File: config.mk
export PLATFORM = sky130hd
export DESIGN_NAME = sram_ctrl
export DESIGN_NICKNAME = d
export VERILOG_FILES = /design/src/rtl/sram_ctrl.sv
export SDC_FILE = /design/constraint.sdc
export NUM_CORES = 1
export LEC_CHECK = 0
export ABC_AREA = 1
export CAP_MARGIN = 20
export CORE_MARGIN = 5
export CORE_UTILIZATION = 35
export CTS_BUF_LIST = sky130_fd_sc_hd__clkbuf_8 sky130_fd_sc_hd__clkbuf_16
export DETAILED_ROUTE_END_ITERATION = 8
export HOLD_SLACK_MARGIN = 0.12
export PLACE_DENSITY = 0.73
export SKIP_LAST_GASP = 1
export SLEW_MARGIN = 20
export SYNTH_ARGS = -nofsm -noshare
export SYNTH_HDL_FRONTEND = slang
export SYNTH_SLANG_ARGS = --single-unit
File: constraint.sdc
create_clock -name clk -period 3 [get_ports clk]
set_input_delay 0.9 -clock clk [delete_from_list [all_inputs] [get_ports clk]]
set_output_delay 0.9 -clock clk [all_outputs]
set_load 0.005 [all_outputs]
File: src/rtl/sram_ctrl.sv
`default_nettype none
// ============================================================================
//  Module   : sram_ctrl
//  Purpose  : Single-port controller for an external 16-bit asynchronous SRAM.
//             Accepts start/rw/addr/data requests while ready is high and runs
//             a timed SETUP -> ACCESS -> HOLD cycle on the SRAM pins. Every
//             output comes straight from a flop.
//  Revision : 1.0  initial release
// ============================================================================
module sram_ctrl #(
   parameter int WAIT_CYCLES = 2
) (
   input  logic        clk,
   input  logic        reset_n,
   input  logic        start,
   input  logic        rw,
   input  logic [15:0] addr,
   input  logic [15:0] data_in,
   output logic        ready,
   output logic [15:0] data_out,
   output logic [15:0] sram_a,
   output logic [15:0] sram_dq_out,
   output logic        sram_dq_oe,
   input  logic [15:0] sram_dq_in,
   output logic        sram_ce_n,
   output logic        sram_oe_n,
   output logic        sram_we_n,
   output logic        sram_ub_n,
   output logic        sram_lb_n
);

   // Counter value on the final ACCESS cycle.
   localparam logic [3:0] C_LAST_CNT = 4'(WAIT_CYCLES - 1);

   typedef enum logic [1:0] {
      ST_IDLE   = 2'd0,
      ST_SETUP  = 2'd1,
      ST_ACCESS = 2'd2,
      ST_HOLD   = 2'd3
   } state_t;

   state_t      r_state;
   state_t      w_next_state;
   logic [3:0]  r_cnt;
   logic [3:0]  w_cnt_next;

   // Latched copy of the accepted request.
   logic        r_rw;
   logic [15:0] r_addr;
   logic [15:0] r_data;

   // Next values for the registered outputs.
   logic        w_latch;
   logic        w_capture;
   logic        w_ready;
   logic        w_ce_n;
   logic        w_oe_n;
   logic        w_we_n;
   logic        w_bs_n;
   logic        w_dq_oe;
   logic [15:0] w_sram_a;
   logic [15:0] w_dq_out;

   // State register and wait counter.
   always_ff @(posedge clk or negedge reset_n) begin
      if (!reset_n) begin
         r_state <= ST_IDLE;
         r_cnt   <= 4'd0;
      end else begin
         r_state <= w_next_state;
         r_cnt   <= w_cnt_next;
      end
   end

   // Capture the request on acceptance; later input changes are ignored.
   always_ff @(posedge clk or negedge reset_n) begin
      if (!reset_n) begin
         r_rw   <= 1'b0;
         r_addr <= 16'h0000;
         r_data <= 16'h0000;
      end else if (w_latch) begin
         r_rw   <= rw;
         r_addr <= addr;
         r_data <= data_in;
      end
   end

   // Next-state logic plus the pin values for the state being entered,
   // so the output flops present them exactly in that state.
   always_comb begin
      w_next_state = r_state;
      w_cnt_next   = r_cnt;
      w_latch      = 1'b0;
      w_capture    = 1'b0;
      w_ready      = 1'b1;
      w_ce_n       = 1'b1;
      w_oe_n       = 1'b1;
      w_we_n       = 1'b1;
      w_bs_n       = 1'b1;
      w_dq_oe      = 1'b0;
      w_sram_a     = sram_a;
      w_dq_out     = sram_dq_out;

      case (r_state)
         ST_IDLE: begin
            if (start) begin
               // Entering SETUP: address and chip select, read enables OE
               // early, write puts data on the bus but keeps WE high.
               w_next_state = ST_SETUP;
               w_latch      = 1'b1;
               w_ready      = 1'b0;
               w_ce_n       = 1'b0;
               w_bs_n       = 1'b0;
               w_sram_a     = addr;
               if (rw) begin
                  w_dq_out = data_in;
                  w_dq_oe  = 1'b1;
               end else begin
                  w_oe_n   = 1'b0;
               end
            end
         end

         ST_SETUP: begin
            // Entering ACCESS with a cleared counter.
            w_next_state = ST_ACCESS;
            w_cnt_next   = 4'd0;
            w_ready      = 1'b0;
            w_ce_n       = 1'b0;
            w_bs_n       = 1'b0;
            w_sram_a     = r_addr;
            if (r_rw) begin
               w_dq_out = r_data;
               w_dq_oe  = 1'b1;
               w_we_n   = 1'b0;
            end else begin
               w_oe_n   = 1'b0;
            end
         end

         ST_ACCESS: begin
            w_cnt_next = r_cnt + 4'd1;
            w_ready    = 1'b0;
            w_ce_n     = 1'b0;
            w_bs_n     = 1'b0;
            w_sram_a   = r_addr;
            if (r_rw) begin
               w_dq_out = r_data;
               w_dq_oe  = 1'b1;
            end
            if (r_cnt == C_LAST_CNT) begin
               // Last strobe cycle: sample read data, release WE/OE for HOLD
               // while address, CE and write data stay put.
               w_next_state = ST_HOLD;
               w_capture    = ~r_rw;
            end else if (r_rw) begin
               w_we_n = 1'b0;
            end else begin
               w_oe_n = 1'b0;
            end
         end

         ST_HOLD: begin
            // Back to IDLE: defaults give ready=1 and all strobes inactive.
            w_next_state = ST_IDLE;
         end

         default: begin
            w_next_state = ST_IDLE;
         end
      endcase
   end

   // Output registers; data_out only moves on a read capture.
   always_ff @(posedge clk or negedge reset_n) begin
      if (!reset_n) begin
         ready       <= 1'b1;
         data_out    <= 16'h0000;
         sram_a      <= 16'h0000;
         sram_dq_out <= 16'h0000;
         sram_dq_oe  <= 1'b0;
         sram_ce_n   <= 1'b1;
         sram_oe_n   <= 1'b1;
         sram_we_n   <= 1'b1;
         sram_ub_n   <= 1'b1;
         sram_lb_n   <= 1'b1;
      end else begin
         ready       <= w_ready;
         sram_a      <= w_sram_a;
         sram_dq_out <= w_dq_out;
         sram_dq_oe  <= w_dq_oe;
         sram_ce_n   <= w_ce_n;
         sram_oe_n   <= w_oe_n;
         sram_we_n   <= w_we_n;
         sram_ub_n   <= w_bs_n;
         sram_lb_n   <= w_bs_n;
         if (w_capture) begin
            data_out <= sram_dq_in;
         end
      end
   end

endmodule
`default_nettype wire

### Word level (Yosys, flattened, before mapping)

Cells that the tools add are included.

* bits in registers: 91
* input bits: 52
* output and inout bits: 55

* add/sub/neg operators: 1
* eq/ne operators: 8
* multiplexer cells: 26
* bitwise gates (word level): 1
* reduce and logical (&&, ||, !) cells: 7

Operators with widths (count)
* $mux 16: 4
* $pmux 16 s2: 2
* $mux 1: 12
* $pmux 2 s4: 1
* $pmux 4 s2: 1
* $ne 2x2->1 const B: 3
* $pmux 1 s2: 3
* $add 4x1->4 const B: 1
* $eq 2x2->1 const B: 2
* $eq 4x1->1 const B: 1
* $mux 2: 2
* $reduce_and 2->1: 2
* $reduce_and 4->1: 1
* $reduce_bool 2->1: 2
* $pmux 1 s3: 1
* $eq 2x1->1 const B: 1
* $logic_not 2->1: 1
* $ne 2x1->1 const B: 1
* $reduce_or 2->1: 1
* $not 1->1: 1

### Longest topological paths before layout

* depth in word-level cells: 4
* gate-level depth with buffers: 10

### Worst setup path after synthesis

No wires, ideal clock.

* path kind: input port to flip-flop
* from: in start
* to: reg sram_dq_out[14]
* setup time: 0.065 ns
* arrival: 1.561 ns
* required time: 2.935 ns
* setup slack: 1.374 ns
* stages on the path: 8
* buffers on the path: 2
* path through: inv_1 nand2_2 nand2_2 buf_6 nor2_8 buf_6 nand2_1 nand2_1

* longest elaborated chain between the ends: 2

Ends and longest elaborated chain
* start: declaration: RTL line 15 `input logic start,`
* $ne 2x2->1 (no source line)
* $reduce_and 4->1 (no source line)
* end signal: assignment: RTL line 190 `sram_dq_out <= w_dq_out;`
* end: declaration: RTL line 22 `output logic [15:0] sram_dq_out,`

Every way passes these cells.
A chain may end at the register's enable or synchronous reset.

==> parameters.txt <==
Parameter                              Value

Run status
  Run status    completed

Die
  Initial standard-cell utilization of the core    35.7%
  Number of cell rows    39
  Total die area    14000 um^2
  Die X    118 um
  Die boundary height    118 um
  Placeable Area    11500 um^2
  I/O pin count    107

Drt
  First DRT Iteration DRCs    195
  Wirelength per Cell    13.2 um
  # DRC    0
  Post-detailed-route via-to-cell ratio    4.62
  Via count    3391
  Sum of routed wire length over all layers    9670 um
  Number of routed nets with antenna violations    0
  Detailed-routing iteration count for the pre-antenna-repair pass    4

Global route
  Maximum number of pins on one net before global-route repair    55
  First-pass GRT wire length    17200 um
  GR Util All Layers    14.5%
  Number of antenna violations at the first check in global routing    0
  Via count of the first global-routing pass    3536
  Total congestion overflow    0

Clock network
  Clock tree sinks    91
  Resized cells post-CTS    0
  Number of H-tree branching levels    3
  Buffer count from post-CTS setup fixing    0
  TritonCTS clock tree    done
  Clock-pin slew of the registers on the worst-case setup and hold paths    60 ps
  Number of buffers on the longest clock path    2
  Hold-fix buffers, CTS    0
  Worst skew pair latency    330 ps
  CTS Root Cell    sky130_fd_sc_hd__clkbuf_16
  Total clock buffers created by CTS    9

Hold path
  Startpoint of the tightest hold check path    sram_dq_out[1]$_DFFE_PN0P_
  Hold WC Path Type    reg -> reg

Finish
  Layout cells sized above 1    6.26%
  Number of filler cells placed in the layout    1096
  Post-Layout Cell Count    734
  Number of antenna repair diodes    0
  Final core utilization    48.2%
  Layout overhead on the synthesized area    35.1%
  Number of nets in the layout    645
  Multi-input gate area in the final layout    1490 um^2
  Area used by sequential logic in the layout    2280 um^2

Place
  HPWL reported at the end of detailed placement    6810 um
  Port Buf Inserts    106
  Dpl ws    471 ps
  Final estimated routing congestion in global placement    0.720
  Number of instances in the placed design    718

Setup path
  Data required time of the worst path    2100 ps
  Beginning of the worst register-to-register path    r_state[1]$_DFFE_PN0P_
  Crit path max-delay cell type    sky130_fd_sc_hd__dfstp_2
  Worst setup path category    reg -> out
  Top Family by Delay on Critical Path    flip-flops
  Max incr delay on CP    540 ps
  Arr. time, crit path    1370 ps
  Biggest fanout along the worst timing path    4
  CP Launch Type    flip-flop
  Count of buffering cells on the critical path with inverters included    1
  CP Cell Sequence    clkdlybuf4s50_1
  Origin of the worst setup path    sram_lb_n$_DFF_PN1_
  Critical path capture point type    primary output

Power
  Maximum resistive drop on vdd    417 uV
  Static leakage    2.74 nW
  Pint    3.83 mW
  Pwr per Cell Area    1140 nW/um^2
  Part of the power in registers    34.5%
  Sw power    2.45 mW
  Gate power share    47.6%
  Switching Share    39.0%
  Clock Power Share    17.9%

Logic synthesis
  Synthesized area per cell    8.32 um^2
  Dominant register cell in the synthesized netlist    sky130_fd_sc_hd__dfrtp_1
  Area fraction in compound gates after synthesis    8.95%
  Synth area leader    sky130_fd_sc_hd__dfrtp_1
  Synthesis Warnings    0
  Simple logic cell fraction of the synthesized area    25.2%
  Flop and latch count out of synthesis    91
  Fraction of post-synthesis cell area in the top cell type by area    53.8%
  Top area cells in the synthesized netlist    sky130_fd_sc_hd__dfrtp_1 54%, sky130_fd_sc_hd__nand2_1 20%, sky130_fd_sc_hd__o21ai_0 7.0%, sky130_fd_sc_hd__inv_1 3.8%, sky130_fd_sc_hd__nand4_1 2.4%
  Top cells by count, synth    215 x sky130_fd_sc_hd__nand2_1, 88 x sky130_fd_sc_hd__dfrtp_1, 57 x sky130_fd_sc_hd__o21ai_0
  Share of synthesized cell area in full adder, half adder and majority cells    2.14%
  Post-synthesis mux area share    0%
  Number of synthesized flops with an enable pin    0
  Share of synthesized area occupied by flip-flops and latches    55.7%
  Combined area of all synthesized cells    4100 um^2
  Unique masters post-synth    23
  Combinational family with the most area after synthesis    simple AND/OR/NAND/NOR gates
  XOR/XNOR Fraction of Synth Area    0%
  Fraction of registers with async set/reset    100%
  Cell with the most instances after synthesis    sky130_fd_sc_hd__nand2_1
  Count of mapped cells out of synthesis    492
  Post-synthesis net count    551

STA
  Hold WS    478 ps
  Maximum operating frequency    0.440 GHz
  Clock Skew    7.69 ps
  Post-route setup slack    726 ps
  Total negative setup slack    0 ps
  Endpoints failing hold    0
  Transition at the pin with the smallest max-transition slack    694 ps
  Final number of setup-violating endpoints    0
  Period utilisation layout    75.8%
  Headroom to the max-slew limit    53.7%
  Max Slew Vio Count    0
  Setup repair after global routing missed its margin    no
  Time the final worst path needs with I/O delays and setup    2270 ps

Flow run
  Count of maximum capacitance violations    0
routing by layer:
metal / track usage (%) / wire length [um] / part of all wire (%) / vias up
met5: 0 / 0 / 0 / -
met4: 4.44 / 85 / 0.88 / 0
li1: - / - / - / 1721
met2: 22.2 / 4390 / 45 / 85
met1: 19.9 / 4680 / 48 / 1578
met3: 4.15 / 521 / 5.4 / 7
layout make-up:
| cell class | count | share of cell area (%) |
|---|---|---|
| inverter | 44 | 2.99 |
| multi-input combinational | 329 | 26.9 |
| sequential | 91 | 41.2 |
| timing repair buffer | 111 | 20.3 |
| tap | 143 | 3.23 |
| clock buffer | 10 | 4.32 |
| clock inverter | 6 | 1.04 |
sequential cells by signal (all words and copies together) (netlist names):
name / count
r_cnt: 4
sram_dq_out: 16
sram_dq_oe: 1
r_state: 2
r_addr: 16
r_rw: 1
r_data: 16
sram_oe_n: 1
sram_lb_n: 1
sram_we_n: 1
sram_a: 16
data_out: 16
path summary, 6_finish.rpt:
| check | to | depth (start not counted) | slack (ps) |
|---|---|---|---|
| worst min-delay path | sram_dq_out[1]$_DFFE_PN0P_ | 2 | 480 |
| min in group asynchronous | data_out[2]$_DFFE_PN0P_ | 1 | 530 |
| max in group asynchronous | sram_oe_n$_DFF_PN1_ | 2 | 1750 |
| worst min register to register | sram_dq_out[1]$_DFFE_PN0P_ | 2 | 480 |
| worst max register to register | sram_a[7]$_DFFE_PN0P_ | 6 | 910 |
| worst max-delay path | sram_ce_n | 1 | 730 |
power by group through the flow:
stage / registers, mW / clock network (mW) / logic (mW)
final: 2.17 / 1.12 / 2.99
after global routing: 2.24 / 1.20 / 3.45
after CTS: 2.17 / 1.15 / 3.06
after detailed placement: 2.18 / 0 / 3.04
after global placement: 2.17 / 0 / 2.95
after floorplan: 2.16 / 0 / 1.90
placed cells by master (no fill, tap or decap), types with 2 or more instances in the layout:
| cell | Yosys | layout |
|---|---|---|
| sky130_fd_sc_hd__nand2_2 | 3 | 4 |
| sky130_fd_sc_hd__nor2_1 | 6 | 6 |
| sky130_fd_sc_hd__buf_12 | 0 | 2 |
| sky130_fd_sc_hd__a21oi_1 | 4 | 4 |
| sky130_fd_sc_hd__o21ai_1 | 11 | 11 |
| sky130_fd_sc_hd__buf_4 | 7 | 4 |
| sky130_fd_sc_hd__clkdlybuf4s50_1 | 0 | 105 |
| sky130_fd_sc_hd__nand3_1 | 3 | 3 |
| sky130_fd_sc_hd__clkbuf_16 | 0 | 9 |
| sky130_fd_sc_hd__nand2_4 | 2 | 2 |
| sky130_fd_sc_hd__dfstp_2 | 3 | 3 |
| sky130_fd_sc_hd__nand4_1 | 16 | 16 |
| sky130_fd_sc_hd__dfrtp_1 | 88 | 88 |
| sky130_fd_sc_hd__ha_1 | 7 | 6 |
| sky130_fd_sc_hd__nand2_1 | 215 | 214 |
| sky130_fd_sc_hd__inv_1 | 41 | 43 |
| sky130_fd_sc_hd__o21ai_0 | 57 | 57 |
| sky130_fd_sc_hd__clkinvlp_4 | 0 | 2 |
| sky130_fd_sc_hd__inv_2 | 3 | 3 |
logic make-up (layout without fill, tap and decap cells):
group,after synthesis,in the layout
flops,91,91
fa+ha+maj,7,7
simple gates,249,249
compound gates,73,73
buf+inv,72,171
stage by stage:
stage	power (mW)	area (um^2)
after detailed placement	5.23	5240
after global placement	5.11	5240
after global routing	6.89	5530
final	6.28	5530
after floorplan	4.07	4100
after CTS	6.38	5530
Power figures use the tool's default switching activity.
